## config.mk

```make
export PLATFORM = sky130hd
export DESIGN_NAME = pwm_fade_controller
export DESIGN_NICKNAME = d
export VERILOG_FILES = /design/src/rtl/pwm_fade_controller.sv
export SDC_FILE = /design/constraint.sdc
export NUM_CORES = 1
export LEC_CHECK = 0
export BUFFER_PORTS_ARGS = -buffer_cell sky130_fd_sc_hd__buf_2
export CAP_MARGIN = 5
export CORE_ASPECT_RATIO = 0.6
export CORE_MARGIN = 2
export CORE_UTILIZATION = 27
export CTS_CLUSTER_DIAMETER = 60
export DETAILED_ROUTE_END_ITERATION = 16
export PLACE_DENSITY = 0.54
export RECOVER_POWER = 100
export SETUP_SLACK_MARGIN = 0.4
export SYNTH_ARGS = -nofsm -noshare
export SYNTH_HDL_FRONTEND = slang
export SYNTH_SLANG_ARGS = --single-unit
```

## constraint.sdc

```tcl
create_clock -name clk -period 2.3 [get_ports clk]
set_clock_uncertainty 0.15 [all_clocks]
set_input_delay 0 -clock clk [delete_from_list [all_inputs] [get_ports clk]]
set_output_delay 0 -clock clk [all_outputs]
set_load 0.02 [all_outputs]
```

## src/rtl/pwm_fade_controller.sv

```systemverilog
// pwm_fade_controller
//   Generates a 4-bit duty level for a downstream PWM. A prescaler divides the
//   clock into duty "steps" (tick). Depending on mode the duty either follows
//   manualDuty, is forced to 0, breathes (ramp up, hold, ramp down, hold), or
//   blinks between 15 and 0.
//
// Parameters
//   STEP_DIV   : clock cycles per duty step (>= 2)
//   HOLD_STEPS : steps spent at each duty extreme (1..255)
//
// Ports
//   clk        : clock, rising edge
//   reset      : synchronous active-high reset
//   mode       : 00 manual, 01 breathe, 10 blink, 11 off
//   manualDuty : duty level used in manual mode
//   pause      : freezes the prescaler and suppresses ticks
//   duty       : registered duty level
//   rising     : breathe mode and ramping up
//   peakPulse  : one-cycle registered pulse on each entry to HOLD_HI
module pwm_fade_controller #(
    parameter int STEP_DIV   = 1500000,
    parameter int HOLD_STEPS = 4
) (
    input  logic       clk,
    input  logic       reset,
    input  logic [1:0] mode,
    input  logic [3:0] manualDuty,
    input  logic       pause,
    output logic [3:0] duty,
    output logic       rising,
    output logic       peakPulse
);

    localparam int CW = $clog2(STEP_DIV);

    localparam logic [1:0] M_MAN = 2'b00;
    localparam logic [1:0] M_BRE = 2'b01;
    localparam logic [1:0] M_BLK = 2'b10;
    localparam logic [1:0] M_OFF = 2'b11;

    localparam logic [CW-1:0] PRE_LAST  = CW'(STEP_DIV - 1);
    localparam logic [7:0]    HOLD_LAST = 8'(HOLD_STEPS - 1);

    typedef enum logic [1:0] {
        RAMP_UP   = 2'd0,
        HOLD_HI   = 2'd1,
        RAMP_DOWN = 2'd2,
        HOLD_LO   = 2'd3
    } state_t;

    state_t        state_q, state_d;
    logic [3:0]    duty_q,  duty_d;
    logic [7:0]    hold_q,  hold_d;
    logic [CW-1:0] pre_q,   pre_d;
    logic [1:0]    mode_q,  mode_d;
    logic          peak_q,  peak_d;
    logic          tick;

    assign tick = !pause && (pre_q == PRE_LAST);

    always_comb begin
        state_d = state_q;
        duty_d  = duty_q;
        hold_d  = hold_q;
        pre_d   = pre_q;
        mode_d  = mode_q;
        peak_d  = 1'b0;

        if (mode != mode_q) begin
            // Mode change wins over a coincident tick and restarts step timing.
            mode_d = mode;
            pre_d  = '0;
            hold_d = '0;
            unique case (mode)
                M_BRE: state_d = RAMP_UP;
                M_BLK: begin
                    state_d = HOLD_HI;
                    duty_d  = 4'd15;
                    peak_d  = 1'b1;
                end
                M_MAN: begin
                    state_d = HOLD_LO;
                    duty_d  = manualDuty;
                end
                default: begin
                    state_d = HOLD_LO;
                    duty_d  = 4'd0;
                end
            endcase
        end else begin
            if (!pause)
                pre_d = tick ? '0 : pre_q + 1'b1;

            unique case (mode_q)
                M_MAN: duty_d = manualDuty;
                M_OFF: duty_d = 4'd0;
                M_BRE: begin
                    if (tick) begin
                        unique case (state_q)
                            RAMP_UP: begin
                                if (duty_q != 4'd15) begin
                                    duty_d = duty_q + 4'd1;
                                end else begin
                                    state_d = HOLD_HI;
                                    hold_d  = '0;
                                    peak_d  = 1'b1;
                                end
                            end
                            HOLD_HI: begin
                                if (hold_q == HOLD_LAST) begin
                                    state_d = RAMP_DOWN;
                                    hold_d  = '0;
                                end else begin
                                    hold_d = hold_q + 8'd1;
                                end
                            end
                            RAMP_DOWN: begin
                                if (duty_q != 4'd0) begin
                                    duty_d = duty_q - 4'd1;
                                end else begin
                                    state_d = HOLD_LO;
                                    hold_d  = '0;
                                end
                            end
                            default: begin
                                if (hold_q == HOLD_LAST) begin
                                    state_d = RAMP_UP;
                                    hold_d  = '0;
                                end else begin
                                    hold_d = hold_q + 8'd1;
                                end
                            end
                        endcase
                    end
                end
                default: begin
                    // Blink only alternates between the two hold states.
                    if (tick) begin
                        if (state_q == HOLD_HI) begin
                            if (hold_q == HOLD_LAST) begin
                                state_d = HOLD_LO;
                                duty_d  = 4'd0;
                                hold_d  = '0;
                            end else begin
                                hold_d = hold_q + 8'd1;
                            end
                        end else if (state_q == HOLD_LO && hold_q != HOLD_LAST) begin
                            hold_d = hold_q + 8'd1;
                        end else begin
                            state_d = HOLD_HI;
                            duty_d  = 4'd15;
                            hold_d  = '0;
                            peak_d  = 1'b1;
                        end
                    end
                end
            endcase
        end
    end

    always_ff @(posedge clk) begin
        if (reset) begin
            state_q <= RAMP_UP;
            duty_q  <= 4'd0;
            hold_q  <= '0;
            pre_q   <= '0;
            mode_q  <= M_BRE;
            peak_q  <= 1'b0;
        end else begin
            state_q <= state_d;
            duty_q  <= duty_d;
            hold_q  <= hold_d;
            pre_q   <= pre_d;
            mode_q  <= mode_d;
            peak_q  <= peak_d;
        end
    end

    assign duty      = duty_q;
    assign peakPulse = peak_q;
    assign rising    = (mode_q == M_BRE) && (state_q == RAMP_UP);

endmodule

```

# [Word-level counts from Yosys, hierarchy flattened]
# Index checks and enable logic that the tools add are counted.
[classes] n_addsub=4 multipliers=0 div_mod_pow=0 order_cmp=0 eq_ne=27 shift=0 muxes=43 bitwise_logic=1 reduce_logical=15
[op_table] cell="$mux W8" n=7
[op_table] cell="$mux W4" n=8
[op_table] cell="$pmux W8 S2" n=2
[op_table] cell="$pmux W4 S3" n=2
[op_table] cell="$add A21 B1 Y21 const B" n=1
[op_table] cell="$eq A21 B21 Y1 const B" n=1
[op_table] cell="$mux W21" n=1
[op_table] cell="$mux W2" n=10
[op_table] cell="$ne A4 B4 Y1 const B" n=5
[op_table] cell="$ne A3 B3 Y1 const B" n=4
[op_table] cell="$ne A6 B3 Y1 const B" n=2
[op_table] cell="$add A8 B1 Y8 const B" n=1
[op_table] cell="$eq A2 B2 Y1 const B" n=4
[op_table] cell="$eq A8 B2 Y1 const B" n=1
[op_table] cell="$mux W1" n=8
[op_table] cell="$ne A8 B2 Y1 const B" n=1
[op_table] cell="$pmux W2 S2" n=2
[op_table] cell="$pmux W4 S2" n=1
[op_table] cell="$reduce_and A8 Y1" n=1
[op_table] cell="$reduce_bool A4 Y1" n=2
[op_table] cell="$reduce_and A7 Y1" n=1
[op_table] cell="$eq A2 B1 Y1 const B" n=3
[op_table] cell="$logic_not A2 Y1" n=3
[op_table] cell="$pmux W2 S3" n=1
[op_table] cell="other kinds (15)" n=18
[totals] ff_bits=38 latchBits=0 ramBits=0 romBits=0 inputBits=9 n_memories=0

# [Logic depth before layout (Yosys ltp)]
# Gate-level depths: netlist of run 1.
[depth] word_depth=7 mapped_depth=10

# [Least setup slack after synthesis of run 1]
# No wires, ideal clock.
[synth_timing] path_kind="register to register" startpoint="reg mode_q[1]" endpoint="reg peak_q (netlist: peakPulse)" setup_time_ns=0.070 t_arrival_ns=2.119 required_ns=2.080 setup_slack_ns=-0.039 path_stages_with_launch=9 path_buffers=1 period_less_slack_ns=2.339 path_cell_list="dfxtp_1 inv_1 ha_1 clkbuf_1 inv_1 nor2_1 a21oi_1 or4b_2 a21oi_1"
[synth_via] elab_chain_cells=4
[synth_rtl] element="start: declaration" line="55" rtl="logic [1:0] mode_q, mode_d;"
[synth_rtl] element="start signal: assignment" line="174" rtl="mode_q <= mode_d;"
[synth_rtl] element="$eq A2 B2 Y1 / $logic_not A2 Y1 (equally long branches)" line="94" rtl="unique case (mode_q)"
[synth_rtl] element="$reduce_or A2 Y1 (no source line)"
[synth_rtl] element="$pmux W1 S2" line="94"
[synth_rtl] element="$mux W1 (*)" line="69" rtl="if (mode != mode_q) begin"
[synth_rtl] element="end signal: assignment" line="175" rtl="peak_q <= peak_d;"
[synth_rtl] element="end: declaration" line="56" rtl="logic peak_q, peak_d;"
# Mark *: on every way between the ends. The rest lies on a longest branch, timed or not.
# A chain may end at the register's enable or synchronous reset.

# [Final worst setup path of run 1]
[layout_timing] startpoint="reg pre_q[1]" endpoint="reg duty_q[1] (netlist: duty[1])"
[layout_via] elab_chain_cells=4
[layout_rtl] element="start: declaration" line="54" rtl="logic [CW-1:0] pre_q, pre_d;"
[layout_rtl] element="start signal: assignment" line="173" rtl="pre_q <= pre_d;"
[layout_rtl] element="$eq A21 B21 Y1 (*)" line="59" rtl="assign tick = !pause && (pre_q == PRE_LAST);"
[layout_rtl] element="$logic_and A1 B1 Y1 (*)" line="59"
[layout_rtl] element="$ne A3 B3 Y1 (no source line) / $reduce_bool A4 Y1 (equally long branches)"
[layout_rtl] element="$reduce_and A8 Y1 (no source line) (*)"
[layout_rtl] element="end signal: assignment" line="171" rtl="duty_q <= duty_d;"
[layout_rtl] element="end: declaration" line="52" rtl="logic [3:0] duty_q, duty_d;"
# Marked as above.

==> run_results.csv, run 1 <==
group,metric,value,unit
power_and_ir_drop,p_comb_frac,0.163,
critical_path,critPathCaptureType,"flip-flop",
synth,syn_nets,288,
drt,viasPerCell,4.82,
critical_path,cpPeakStageDelay,0.37,ns
synth,synth-async-reset-ratio,0,
critical_path,cp-start-kind,"flip-flop",
sta,rsz0062_at_grt,"yes",
synth,ys.flop_type,"dfxtp_1",
synth,synthTopCellsByArea,"dfxtp_1 (34%), ha_1 (8.5%), nor2_1 (6.1%), xnor2_1 (5.5%), xor2_1 (5.5%)",
status,status,"completed",
clocking,cts_buffer_depth,2,
floorplan,die_h,74.2,um
synth,synth.distinct_cells,47,
drt,ant_nets,0,
power_and_ir_drop,ir_worst_vdd,340,uV
floorplan,dieWidth,121,um
sta,clock.fmax,0.469,GHz
global_routing,gr-total-overflow,0,
sta,finalSetupViolCount,0,
global_routing,busiest_layer,"met1",
synth,ys_seq_area_frac,0.343,
power_and_ir_drop,p_switching,0.499,mW
global_routing,use_met3,0.0429,
placement,dp_hpwl,3.92,mm
sta,tightestPinTransition,0.791,ns
power_and_ir_drop,clockPowerShare,0.480,
global_routing,grt.total_usage,0.136,
floorplan,start_util,0.280,
synth,syn_inst,264,
synth,synth_edf_count,0,
synth,yosys-top-cells-count,"dfxtp_1 (38), nor2_1 (36), nand2_1 (24), a21oi_1 (15), ha_1 (15)",
power_and_ir_drop,internal-power,1.46,mW
synth,synth_warnings,0,
layout,n_fill_cell,812,
layout,diodes,0,
critical_path,path_class,"reg -> reg",
sta,maxSlewViolCount,0,
drt,drt_wl_total,5.55,mm
clocking,numCtsBuffers,5,
drt,vias,1985,
sta,slew_headroom,0.473,
clocking,tritoncts,"done",
placement,gp_congestion,0.821,
floorplan,rows,25,
power_and_ir_drop,powerDensity,654,nW/um^2
layout,area_delta_synth_final,35.4,%
critical_path,worst-endpoint-required,2.30,ns
critical_path,arrival,2.13,ns
global_routing,grt_max_degree,20,
drt,drt_first_pass_iters,4,
run,drv_cap,0,
power_and_ir_drop,leakagePower,1.11,nW
synth,synth_top_area_cell,"dfxtp_1",
clocking,htree_num_levels,2,
global_routing,grtUsageMet1,0.196,
clocking,clockRootBuffer,"clkbuf_16",
power_and_ir_drop,pwr-share-seq,0.357,
layout,drive_gt1_frac,0.247,
synth,netlist.area_leader.share,0.343,
floorplan,die-area,8980,um^2
critical_path,cp_max_fo,4,
floorplan,pin_count,15,
global_routing,grt_pass1_wl,9.40,mm
clocking,clk-insertion-delay-late,0.29,ns
drt,drt_first_iter_violations,150,
placement,io_buffers,14,
power_and_ir_drop,p_sw_frac,0.254,
clocking,clk_pin_slew_worst_paths,0.06,ns
drt,post-route-drc-count,0,
synth,ys_ff_latch,38,
placement,preCtsSetupSlack,0.170,ns
floorplan,core_area,7910,um^2
drt,wl_per_cell,13.5,um
clocking,numClockSinks,38,
sta,hold_viol,0,
worst_hold_path,min_path_type,"in -> reg",
sta,period_minus_slack,2.13,ns
sta,tns,0,ns
critical_path,critPathSlowestCell,"dfxtp_1",
global_routing,grt_pass1_vias,1904,
sta,setup_slack,0.170,ns
synth,yosysMostFrequentCell,"dfxtp_1",
synth,syn_avg_cell_area,8.40,um^2
synth,synth_area,2220,um^2
layout,nNetsFinal,327,
sta,fin_crit_sh,0.926,
global_routing,grt_antenna_before_repair,0,
global_routing,met2_usage,0.184,
critical_path,cp_cell_sequence,"ha_4 > and4b_1 > and4_4 > a31oi_1 > a221o_1 > buf_6 > nand4b_1 > o41ai_4",
==> critical path, delay by kind of cell, from the launching register on <==
kind,cells,cell delay [ns]
adder cells (fa/ha/maj),1,0.14
AND/OR/NAND/NOR,3,0.63
flip-flops,1,0.37
buffers and inverters,1,0.14
AO/OA/AOI/OAI,3,0.55
==> path summary, 6_finish.rpt <==
path                               start                endpoint  slack [ns]  cells past startpoint
setup / recovery   pre_q[1]$_SDFFE_PP0N_    duty[1]$_SDFFE_PP0P_        0.17                      8
hold reg to reg   pre_q[15]$_SDFFE_PP0N_  pre_q[15]$_SDFFE_PP0N_        0.36                      2
hold / removal                     pause   pre_q[2]$_SDFFE_PP0N_        0.04                      4
setup reg to reg   pre_q[1]$_SDFFE_PP0N_    duty[1]$_SDFFE_PP0P_        0.17                      8
==> area by class of cell <==
type	count	area, um^2	share of cell area
clock buffers	6	139	0.0462
clock inverters	2	60.1	0.0200
inverters	12	47.5	0.0158
multi-input cells	207	1550	0.516
flip-flops and latches	38	774	0.258
well taps	108	135	0.0450
repair buffers	39	297	0.0987
==> stage by stage <==
stage	cells	hold slack, ns	util	cell area, um^2	total power, mW
5_1_grt	412	0.0532	0.379	3000	2.04
3_5_place_dp	390	0.114	0.324	2570	0.994
6_report	412	0.0352	0.379	3000	1.96
3_3_place_gp	390	0.101	0.324	2570	0.999
2_1_floorplan	264	-0.0453	-	2320	0.915
4_1_cts	412	0.0305	0.384	3040	1.98
==> per-layer routing <==
layer	vias up	share of wire
li1	1021	-
met1	911	0.54
met2	45	0.39
met3	8	0.055
met4	0	0.017
met5	-	0
==> cell usage in the layout (no fill, tap or decap), types with 3 or more instances in the layout <==
cell type	n
buf_6	3
o21ai_0	6
a211oi_1	5
ha_4	5
mux2i_1	3
nand2_1	24
nand3_1	8
and3_1	3
dfxtp_1	29
dfxtp_2	8
inv_1	9
buf_2	7
ha_1	9
nand4b_1	4
and2_1	3
clkbuf_1	8
a21oi_1	15
o41ai_2	4
xor2_1	14
or2_2	3
buf_4	14
nand4_1	6
dlygate4sd3_1	4
nor2_1	35
xnor2_1	14
or3_1	3
clkbuf_16	5
==> sequential cells by signal, indices dropped and copies added, names as in the netlist <==
signal     count
pre_q         21
hold_q         8
duty           4
mode_q         2
state_q        2
peakPulse      1
==> power groups by stage <==
stage               registers, mW  logic, mW  clock network, mW
finish                      0.702      0.320              0.942
global route                0.704      0.352              0.986
CTS                         0.700      0.320              0.964
detailed placement          0.712      0.283                  0
global placement            0.712      0.287                  0
floorplan                   0.718      0.197                  0
==> logic make-up after synthesis <==
family                   Yosys count  share of synthesized area
adder cells (fa/ha/maj)           15                     0.0846
XOR/XNOR                          28                      0.111
multiplexers                       3                     0.0135
flip-flops                        38                      0.343
AO/OA/AOI/OAI                     47                      0.144
buffers and inverters             19                     0.0344
AND/OR/NAND/NOR                  114                      0.270
==> repair_timing <==
item / CTS / global route
pin swaps: 14 / 5
hold buffers: 4 / 0
resized for setup: 31 / 6
gates cloned: 1 / 0
endpoints found under the hold margin: 11 / 0
endpoints found under the setup margin: 16 / 34
buffers inserted: 9 / 0
Note: power is estimated with default switching activity, not from simulation.
==> run 2, diff against run 1 <==
CORE_ASPECT_RATIO = 1.5   (was 0.6)
==> run 2 against run 1 <==
  * Sequential share of layout area up 1.1 points
  * Wire length down 8.9%
  * Worst hold slack gained 0.017 ns
  * Combinational power is 2% lower
  * Design area shrank 4.2%
  * Critical path depth down 1
  * Clock power down 15%
  * First-iteration DRC count shrank 61%
  * Total power fell by 7.4%
  * Sequential power barely moved
  * Largest power group unchanged
  * Die area barely moved
==> run_results.csv, run 2 (same netlist as run 1, synthesis figures left out) <==
group,metric,value,unit
layout,fin_util,0.359,
run,drv_cap,0,
critical_path,cp_max_fo,12,
critical_path,cp-start-kind,"flip-flop",
sta,hold_viol,0,
drt,viasPerCell,4.90,
global_routing,met2_usage,0.214,
global_routing,grt_pass1_wl,8.93,mm
worst_hold_path,min_path_type,"in -> reg",
layout,diodes,0,
floorplan,dieWidth,78.0,um
drt,drt_first_iter_violations,58,
global_routing,grt_antenna_before_repair,0,
global_routing,use_met3,0.0290,
drt,post-route-drc-count,0,
drt,drt_first_pass_iters,4,
clocking,clk_pin_slew_worst_paths,0.06,ns
clocking,numClockSinks,38,
sta,maxSlewViolCount,0,
layout,final_cells,404,
global_routing,grt_max_degree,20,
critical_path,worst-endpoint-required,2.36,ns
floorplan,pin_count,15,
sta,tightestPinTransition,0.740,ns
global_routing,grt_pass1_vias,1957,
placement,io_buffers,14,
sta,period_minus_slack,2.10,ns
layout,multiInputGateArea,1530,um^2
critical_path,arrival,2.16,ns
layout,final_common_cell,"nor2_1",
clocking,clk-insertion-delay-late,0.28,ns
sta,rsz0062_at_grt,"yes",
sta,clock.fmax,0.477,GHz
critical_path,path_class,"reg -> reg",
global_routing,busiest_layer,"met2",
drt,vias,1981,
placement,dp_hpwl,3.66,mm
layout,drive_gt1_frac,0.224,
status,status,"completed",
power_and_ir_drop,powerDensity,632,nW/um^2
clocking,numCtsBuffers,5,
placement,gp_congestion,0.808,
power_and_ir_drop,ir_worst_vdd,551,uV
sta,slew_headroom,0.506,
drt,wl_per_cell,12.5,um
placement,preCtsSetupSlack,0.176,ns
global_routing,grtUsageMet1,0.143,
power_and_ir_drop,leakagePower,1.04,nW
layout,final-seq-area,773,um^2
layout,final_cell_mix,"nor2_1 (35), dfxtp_1 (32), nand2_1 (23)",
layout,nNetsFinal,323,
placement,dp.cells,386,
layout,area_delta_synth_final,29.7,%
drt,drt_wl_total,5.06,mm
sta,finalSetupViolCount,0,
sta,tns,0,ns
clocking,clockRootBuffer,"clkbuf_16",
floorplan,core_area,8010,um^2
drt,ant_nets,0,
floorplan,start_util,0.277,
layout,top_register,"pre_q",
clocking,cts_buffer_depth,2,
floorplan,rows,40,
layout,n_fill_cell,881,
sta,setup_slack,0.204,ns
global_routing,gr-total-overflow,0,
clocking,htree_num_levels,2,
critical_path,critPathCaptureType,"flip-flop",
floorplan,die-area,8970,um^2
layout,largest_reg_flops,21,
global_routing,grt.total_usage,0.124,
floorplan,die_h,115,um
clocking,tritoncts,"done",
sta,fin_crit_sh,0.911,
-- run 2: cell count changes in the layout (fill, tap and decap cells not counted), sizes merged --
cell / change
bufinv: -1
buf: -4
-- run 2: area by class of cell --
cell class	instances	share of cell area
Clock buffer	6	0.0483
Clock inverter	1	0.0104
Inverter	12	0.0174
Multi-Input combinational cell	207	0.533
Sequential cell	38	0.269
Tap cell	105	0.0457
Timing Repair Buffer	35	0.0765
-- run 2: worst paths after layout --
path | start | to | cells after the start | slack (ns)
setup / recovery | pre_q[0]$_SDFFE_PP0N_ | hold_q[4]$_SDFFE_PP0P_ | 7 | 0.20
hold / removal | pause | pre_q[2]$_SDFFE_PP0N_ | 4 | 0.05
setup reg to reg | pre_q[0]$_SDFFE_PP0N_ | hold_q[4]$_SDFFE_PP0P_ | 7 | 0.20
hold reg to reg | hold_q[4]$_SDFFE_PP0P_ | hold_q[4]$_SDFFE_PP0P_ | 2 | 0.37
-- run 2: power by group --
part           leakage, nW  internal [mW]  switching [mW]
logic                0.648          0.135           0.180
registers            0.310          0.676          0.0277
clock network       0.0829          0.535           0.265
total                 1.04           1.35           0.472
-- run 2: metrics by stage --
stage                     hold WS, ns  area [um^2]  total power [mW]
final                          0.0520         2880              1.82
after CTS                      0.0508         2880              1.84
after global placement          0.107         2540             0.988
after detailed placement        0.109         2540             0.990
after floorplan               -0.0453         2320             0.915
after global routing           0.0839         2880              1.91
-- run 2: per-layer routing --
metal | up-vias | wire length (um) | part of all wire
met5 | - | 0 | 0
met2 | 19 | 2500 | 0.49
met3 | 10 | 100 | 0.020
li1 | 1008 | - | -
met4 | 0 | 137 | 0.027
met1 | 944 | 2320 | 0.46
-- run 2: worst max-delay path, cell delays in order (launching register included) --
cell,delay [ns]
dfxtp_4,0.34
ha_1,0.14
and4b_1,0.24
and4_4,0.26
nand4_1,0.14
clkbuf_2,0.26
or3_1,0.35
a21oi_1,0.14
-- run 2: repair_timing --
| item | 4_1_cts | 5_1_grt |
|---|---|---|
| hold buffers | 4 | 0 |
| pin swaps | 9 | 0 |
| endpoints found under the hold margin | 7 | 0 |
| setup endpoints to repair | 15 | 34 |
| resized for setup | 23 | 6 |
| buffers inserted | 6 | 1 |
==> run 3, diff against run 2 <==
PLACE_DENSITY = 0.47   (was 0.54)
==> run 3 against run 2 <==
  * Clock-buffer cell count fell by 1
  * First-iteration DRC count fell by 29%
  * Wire length rose by 8.1%
  * Sequential share of layout area fell by 0.62 points
  * Non-clock buffer count rose by 5
  * Worst setup slack got worse by 0.051 ns
  * Combinational power rose by 4%
  * Cell count rose by 1.2%
  * Largest power group is now registers
  * Total power fell by 7.3%
  * Die area did not move
  * Worst hold slack got worse by 0.015 ns
==> run_results.csv, run 3 (same netlist as run 1, synthesis figures left out) <==
group,metric,value,unit
layout,largest_reg_flops,21,
drt,viasPerCell,4.89,
critical_path,critPathCaptureType,"flip-flop",
clocking,clk_pin_slew_worst_paths,0.06,ns
critical_path,cp_max_fo,4,
drt,ant_nets,0,
sta,clock.fmax,0.466,GHz
clocking,numCtsBuffers,5,
layout,final_common_cell,"nor2_1",
clocking,htree_num_levels,2,
placement,gp_congestion,0.776,
drt,drt_first_iter_violations,41,
critical_path,critPathLaunch,"pre_q[1]$_SDFFE_PP0N_",
global_routing,grt_pass1_vias,2013,
critical_path,cp-start-kind,"flip-flop",
critical_path,r2r_setup_slack,0.15,ns
floorplan,pin_count,15,
drt,post-route-drc-count,0,
status,status,"completed",
floorplan,start_util,0.277,
layout,diodes,0,
clocking,numClockSinks,38,
critical_path,ff2ff_path_depth,7,
layout,drive_gt1_frac,0.276,
clocking,clockRootBuffer,"clkbuf_16",
worst_hold_path,min_path_type,"in -> reg",
drt,drt_wl_total,5.47,mm
power_and_ir_drop,ir_worst_vdd,248,uV
drt,drt_first_pass_iters,4,
critical_path,path_class,"reg -> reg",
floorplan,core_area,8010,um^2
floorplan,die-area,8970,um^2
layout,area_delta_synth_final,33.4,%
sta,fin_crit_sh,0.934,
floorplan,rows,40,
drt,vias,2002,
placement,dp.cells,387,
power_and_ir_drop,powerDensity,569,nW/um^2
global_routing,gr-total-overflow,0,
layout,n_fill_cell,820,
drt,wl_per_cell,13.4,um
clocking,cts_buffer_depth,2,
placement,io_buffers,14,
power_and_ir_drop,leakagePower,1.12,nW
critical_path,worst-endpoint-required,2.34,ns
clocking,clk-insertion-delay-late,0.28,ns
critical_path,r2r_end,"duty[0]$_SDFFE_PP0P_",
sta,period_minus_slack,2.15,ns
sta,finalSetupViolCount,0,
placement,dp_hpwl,4.05,mm
layout,final_cells,409,
run,drv_cap,0,
sta,rsz0062_at_grt,"yes",
layout,nNetsFinal,328,
sta,hold_viol,0,
layout,postLayoutCellArea,2960,um^2
placement,place_area,2560,um^2
floorplan,die_h,115,um
layout,top_register,"pre_q",
critical_path,r2r_start,"pre_q[1]$_SDFFE_PP0N_",
global_routing,grt_pass1_wl,9.15,mm
critical_path,cp-endpoint,"duty[0]$_SDFFE_PP0P_",
sta,slew_headroom,0.499,
sta,maxSlewViolCount,0,
sta,tns,0,ns
global_routing,grt_antenna_before_repair,0,
global_routing,grt.total_usage,0.131,
sta,tightestPinTransition,0.751,ns
layout,final_cell_mix,"nor2_1 (33), dfxtp_1 (29), nand2_1 (24), buf_4 (16), xnor2_1 (14)",
floorplan,dieWidth,78.0,um
clocking,tritoncts,"done",
critical_path,arrival,2.19,ns
global_routing,grt_max_degree,20,
==> run 3: metal layers <==
metal,vias up,share of wire,track usage
li1,1015,-,-
met1,955,0.38,0.126
met2,18,0.57,0.252
met3,14,0.015,0.0267
met4,0,0.031,0.0807
met5,-,0,0
==> run 3: worst min-delay path by stage <==
stage | end | depth (start not counted) | start
2_1_floorplan | duty[0]$_SDFFE_PP0P_ | 1 | reset
3_3_place_gp | mode_q[0]$_SDFFE_PP1N_ | 2 | mode[0]
3_5_place_dp | mode_q[0]$_SDFFE_PP1N_ | 2 | mode[0]
4_1_cts | pre_q[2]$_SDFFE_PP0N_ | 4 | pause
5_1_grt | duty[1]$_SDFFE_PP0P_ | 3 | manualDuty[1]
6_report | pre_q[2]$_SDFFE_PP0N_ | 4 | pause
==> run 3: power by group <==
group | total (mW) | internal (mW) | switching (mW)
clock | 0.660 | 0.391 | 0.268
sequential | 0.699 | 0.676 | 0.0227
combinational | 0.327 | 0.144 | 0.183
total | 1.69 | 1.21 | 0.474
==> run 3: cell type report <==
type	instances	area, um^2	area share
Multi-Input combinational cell	207	1580	0.535
Sequential cell	38	777	0.262
Timing Repair Buffer	40	284	0.0959
Tap cell	105	131	0.0444
Clock buffer	5	125	0.0423
Inverter	12	50.0	0.0169
Clock inverter	2	10.0	0.00338
==> run 3: what timing repair did <==
action                     CTS  global route
pin swaps                   21            15
hold buffers                 4             0
setup endpoints to repair   17            34
setup buffers                7             3
resized for setup           30            17
cloned                       1             0
hold endpoints to repair     7             0
==> run 3: through the flow <==
stage	utilization	hold slack, ns	setup WS [ns]	total power, mW
2_1_floorplan	-	-0.0453	0.188	0.915
3_3_place_gp	0.320	0.117	0.164	0.999
3_5_place_dp	0.320	0.118	0.119	1.00
4_1_cts	0.365	0.0307	0.228	1.72
5_1_grt	0.370	0.0726	0.0671	1.77
6_report	0.370	0.0368	0.153	1.69
==> run 3: critical path, cell delays in order (launching register included) <==
cell and delay [ns]:
dfxtp_2 0.35, ha_4 0.13, and4b_1 0.21, and4_4 0.26, a31oi_1 0.09, a221o_1 0.38, and2_1 0.22, o41ai_2 0.27
